File: config.mk
export PLATFORM = sky130hd
export DESIGN_NAME = pkt_gen
export DESIGN_NICKNAME = d
export VERILOG_FILES = /design/src/rtl/pkt_gen.sv
export SDC_FILE = /design/constraint.sdc
export NUM_CORES = 1
export LEC_CHECK = 0
export ABC_AREA = 1
export CORE_MARGIN = 2
export CORE_UTILIZATION = 55
export CTS_CLUSTER_DIAMETER = 150
export DETAILED_ROUTE_END_ITERATION = 12
export PLACE_DENSITY = 0.81
export SYNTH_ARGS = -nofsm -noshare
export SYNTH_HDL_FRONTEND = slang
export SYNTH_SLANG_ARGS = --single-unit
File: constraint.sdc
create_clock -name clk -period 4.8 [get_ports clk]
set_clock_uncertainty 0.2 [all_clocks]
set_input_delay 0.48 -clock clk [delete_from_list [all_inputs] [get_ports clk]]
set_output_delay 0.48 -clock clk [all_outputs]
set_load 0.03 [all_outputs]
File: src/rtl/pkt_gen.sv
// pkt_gen: framed byte-stream packet source with an incrementing payload
// and a fixed inter-packet gap.
module pkt_gen #(
    parameter int LEN_W   = 11,
    parameter int MAX_LEN = 1600,
    parameter int GAP     = 40
) (
    input  logic             clk,
    input  logic             rst_n,
    input  logic             start,
    input  logic [LEN_W-1:0] len,
    input  logic [7:0]       seed,
    output logic [7:0]       dout,
    output logic             dout_vld,
    output logic             dout_sop,
    output logic             dout_eop,
    output logic             busy,
    output logic             done,
    output logic             err
);

    localparam int GW = (GAP > 1) ? $clog2(GAP) : 1;
    localparam logic [LEN_W-1:0] MAX_L = LEN_W'(MAX_LEN);
    localparam logic [LEN_W-1:0] ONE_L = LEN_W'(1);
    localparam logic [GW-1:0]    GAP_L = GW'(GAP - 1);

    typedef enum logic [1:0] {
        S_IDLE,
        S_SEND,
        S_GAP
    } state_t;

    state_t           state;
    state_t           state_nxt;
    logic [LEN_W-1:0] cnt;
    logic [LEN_W-1:0] cnt_nxt;
    logic [GW-1:0]    gap_cnt;
    logic [GW-1:0]    gap_nxt;
    logic [7:0]       dout_nxt;
    logic             vld_nxt;
    logic             sop_nxt;
    logic             eop_nxt;
    logic             busy_nxt;
    logic             done_nxt;
    logic             err_nxt;
    logic             len_ok;

    assign len_ok = (len != '0) && (len <= MAX_L);

    // FSM state register
    always_ff @(posedge clk or negedge rst_n) begin
        if (!rst_n) state <= S_IDLE;
        else        state <= state_nxt;
    end

    // Next-state decode: accept legal requests, leave SEND on the
    // last byte, leave GAP when the gap counter expires
    always_comb begin
        state_nxt = state;
        unique case (state)
            S_IDLE: if (start && len_ok) state_nxt = S_SEND;
            S_SEND: if (cnt == '0) state_nxt = S_GAP;
            S_GAP:  if (gap_cnt == '0) state_nxt = S_IDLE;
            default: state_nxt = S_IDLE;
        endcase
    end

    // Next output/datapath values; registered below so every output
    // changes one cycle after the edge that decides it
    always_comb begin
        dout_nxt = '0;
        vld_nxt  = 1'b0;
        sop_nxt  = 1'b0;
        eop_nxt  = 1'b0;
        busy_nxt = 1'b0;
        done_nxt = 1'b0;
        err_nxt  = 1'b0;
        cnt_nxt  = cnt;
        gap_nxt  = gap_cnt;
        unique case (state)
            S_IDLE: begin
                if (start) begin
                    if (len_ok) begin
                        dout_nxt = seed;
                        vld_nxt  = 1'b1;
                        sop_nxt  = 1'b1;
                        eop_nxt  = (len == ONE_L);
                        busy_nxt = 1'b1;
                        cnt_nxt  = len - ONE_L;
                    end else begin
                        err_nxt = 1'b1;
                    end
                end
            end
            S_SEND: begin
                busy_nxt = 1'b1;
                if (cnt == '0) begin
                    done_nxt = 1'b1;
                    gap_nxt  = GAP_L;
                end else begin
                    dout_nxt = dout + 8'd1;
                    vld_nxt  = 1'b1;
                    eop_nxt  = (cnt == ONE_L);
                    cnt_nxt  = cnt - ONE_L;
                end
            end
            S_GAP: begin
                if (gap_cnt != '0) begin
                    busy_nxt = 1'b1;
                    gap_nxt  = gap_cnt - GW'(1);
                end
            end
            default: begin
                cnt_nxt = '0;
                gap_nxt = '0;
            end
        endcase
    end

    // Output and counter registers
    always_ff @(posedge clk or negedge rst_n) begin
        if (!rst_n) begin
            dout     <= '0;
            dout_vld <= 1'b0;
            dout_sop <= 1'b0;
            dout_eop <= 1'b0;
            busy     <= 1'b0;
            done     <= 1'b0;
            err      <= 1'b0;
            cnt      <= '0;
            gap_cnt  <= '0;
        end else begin
            dout     <= dout_nxt;
            dout_vld <= vld_nxt;
            dout_sop <= sop_nxt;
            dout_eop <= eop_nxt;
            busy     <= busy_nxt;
            done     <= done_nxt;
            err      <= err_nxt;
            cnt      <= cnt_nxt;
            gap_cnt  <= gap_nxt;
        end
    end

endmodule

==> run metrics <==
Crit Path Category input pin to flop; cells after synthesis 325; post-route ant nets 0; crit path DAT 2.29 ns; setup TNS 0 ns; commonest non-fill, non-tap cell in the layout nand2_1; maxcap violations 0; Rows 23; RSZ-0062 raised after global routing false; fraction of layout cells with a size suffix above 1 7.71%; slowest cell on the critical path clkdlybuf4s50_1; Slew HR 71.0%; grt total ovfl 0; initial antenna violation count 0; vias in the first global route 1922; synth warn 0; placed cell count roughly 410; origin of the critical flop-to-flop path state[1]$_DFFE_PN0P_; hold path endpoint cnt[1]$_DFFE_PN0P_; final count of hold timing violations 0; CP bufs+invs 2; First-pass DRT Iterations 4; fin. max-slew vios 0; Final min period 2.31 ns; die height 68.6 µm; GPL Wtd Cong 0.924; Diodes inserted 0; Resized Gates After CTS 0; Hold Startpoint cnt[1]$_DFFE_PN0P_; Design Area, Final 0.00281 mm²; worst hold slack 0.280 ns; Max Freq 433 MHz; # IOs 36; CTS Buf Count 5; final worst slack approximately 2.5 ns; starting density of the core between 50 and 60%; worst vdd ir 0.000345 V; Clock transition at path regs 0.07 ns; Die ar. 0.00470 mm²; Seq/Total Area, Yosys around 36%; # port buffers 35; hpwl dp about 4000 µm; Nets 395; Vias/cell 5.34; HP Class flop to flop; post-CTS setup buffers 0; clk sink count 33; TritonCTS clock tree done; Area Growth Syn to Fin 22.4%; Placed Instance Area 0.00267 mm²; Non-Filler Instances around 410; dpl ws 2.21 ns; Unique masters post-synth 30; LEAKAGE ~1.4 nW; most used cell, CP nand2_1; PD cells 595 mW/mm²; Crit path max-delay family simple AND/OR/NAND/NOR gates; critical path required time 4.79 ns; run status complete, no violations; synthesized cell area 0.00229 mm²; Max FO, Critical Path 13; Total Wirelength 5390 µm; clock insertion delay at the later pin of the skew report 0.29 ns; syn avg cell area about 7 µm²; path depth of the worst reg2reg path 8; Final setup viols 0; most frequent cells in the layout nand2_1, nand3_1, inv_1, clkdlybuf4s50_1, dfrtp_1; cts hold-fix bufs 0; Total Routing Usage GR 25.1%; worst-margin pin slew ~0.44 ns; FF-to-FF setup slack 2.61 ns; crit-path max cell delay approximately 0.52 ns; area of the core roughly 0.0040 mm²; clock root buffer clkbuf_8; vias ~2200; Max clock buf depth 2; element type at the critical path start input pin; Post-Synthesis Net Count 358; DRC 0; CP cell instances clkdlybuf4s50_1 > inv_1 > ha_1 > nand2_2 > nor2_4 > nand2_1 > nand4_1 > nand2_1 > nand2_1 > nand2_1 > nand2_1; chip width 68.6 µm; Hold Path Cell Cnt 2; reg2reg end gap_cnt[0]$_DFFE_PN0P_; largest net degree at the start of global routing 34; htree depth 2; WL per Instance approximately 13 µm; post-synthesis register bit count 33; final worst path period share about half; first-pass GRT wire length 8690 µm; initial drt markers 227; Setup crit end kind flop
[metal layers]
metal	up-vias	share of wire, %	wire length, µm	global-route usage, %
met5	-	0	0	0
met4	0	0.91	49	6.50
met3	5	5.6	302	5.84
met2	70	48	2580	41.2
met1	1015	46	2450	33.1
li1	1117	-	-	-
[Yosys cell counts (all sizes together)]
master	instances	share of area, %
a21oi	3	1.1
a31o	1	0.38
a31oi	2	0.55
buf	5	1.6
clkbuf	1	0.16
clkinv	1	0.16
dfrtp	33	36
ha	11	6.0
inv	41	6.7
nand2	102	17
nand3	45	10
nand4	7	1.9
nor2	31	6.9
nor3	4	0.87
o21ai	19	4.1
o21bai	3	0.98
o22ai	3	0.82
o31ai	1	0.33
or2	2	0.55
xnor2	5	1.9
xor2	5	1.9
[cell families (layout without fill, tap and decap cells)]
kind of cell / count (synthesis) / count (layout) / synth area share [%]
simple gates: 191 / 191 / 37.2
buf+inv: 48 / 86 / 8.67
flops: 33 / 33 / 36.0
compound gates: 32 / 32 / 8.34
fa+ha+maj: 11 / 11 / 6.00
xor+xnor: 10 / 10 / 3.82
[worst max-delay path by stage]
stage | slack [ns] | depth (start not counted) | endpoint | from
6_report | 2.49 | 11 | state[0]$_DFFE_PN0P_ | len[0]
5_1_grt | 2.35 | 11 | state[0]$_DFFE_PN0P_ | len[0]
4_1_cts | 2.53 | 11 | state[0]$_DFFE_PN0P_ | len[0]
3_5_place_dp | 2.21 | 11 | state[0]$_DFFE_PN0P_ | len[0]
3_3_place_gp | 2.29 | 11 | state[1]$_DFFE_PN0P_ | len[0]
2_1_floorplan | 3.02 | 10 | cnt[2]$_DFFE_PN0P_ | len[0]
[registers in the layout (all words and copies together), names as in the netlist]
| signal | flops |
|---|---|
| dout_eop | 1 |
| done | 1 |
| busy | 1 |
| err | 1 |
| dout | 8 |
| dout_sop | 1 |
| cnt | 11 |
| state | 2 |
| dout_vld | 1 |
| gap_cnt | 6 |
[power by group]
part | switching [mW] | leakage, nW | internal (mW)
registers | 0.104 | 0.432 | 0.381
clock network | 0.108 | 0.0681 | 0.206
logic | 0.559 | 0.885 | 0.311
total | 0.771 | 1.38 | 0.898
[layout make-up]
type | count | area [µm²]
inverter | 42 | 158
fill | 337 | 1190
timing repair buffer | 36 | 358
tap | 50 | 62.6
clock inverter | 3 | 65.1
clock buffer | 5 | 68.8
multi-input combinational | 244 | 1270
sequential | 33 | 826
[worst min-delay path, delay by kind of cell, from the launching register on]
| kind | cells | cell delay (ns) |
|---|---|---|
| flops | 1 | 0.35 |
| simple gates | 2 | 0.11 |
[metrics by stage]
stage                     util (%)  power [mW]
after floorplan                  -        1.13
after global placement        66.8        1.33
after detailed placement      66.8        1.34
after CTS                     70.2        1.67
after global routing          70.2        1.80
final                         70.2        1.67
Power figures use the tool's default switching activity.
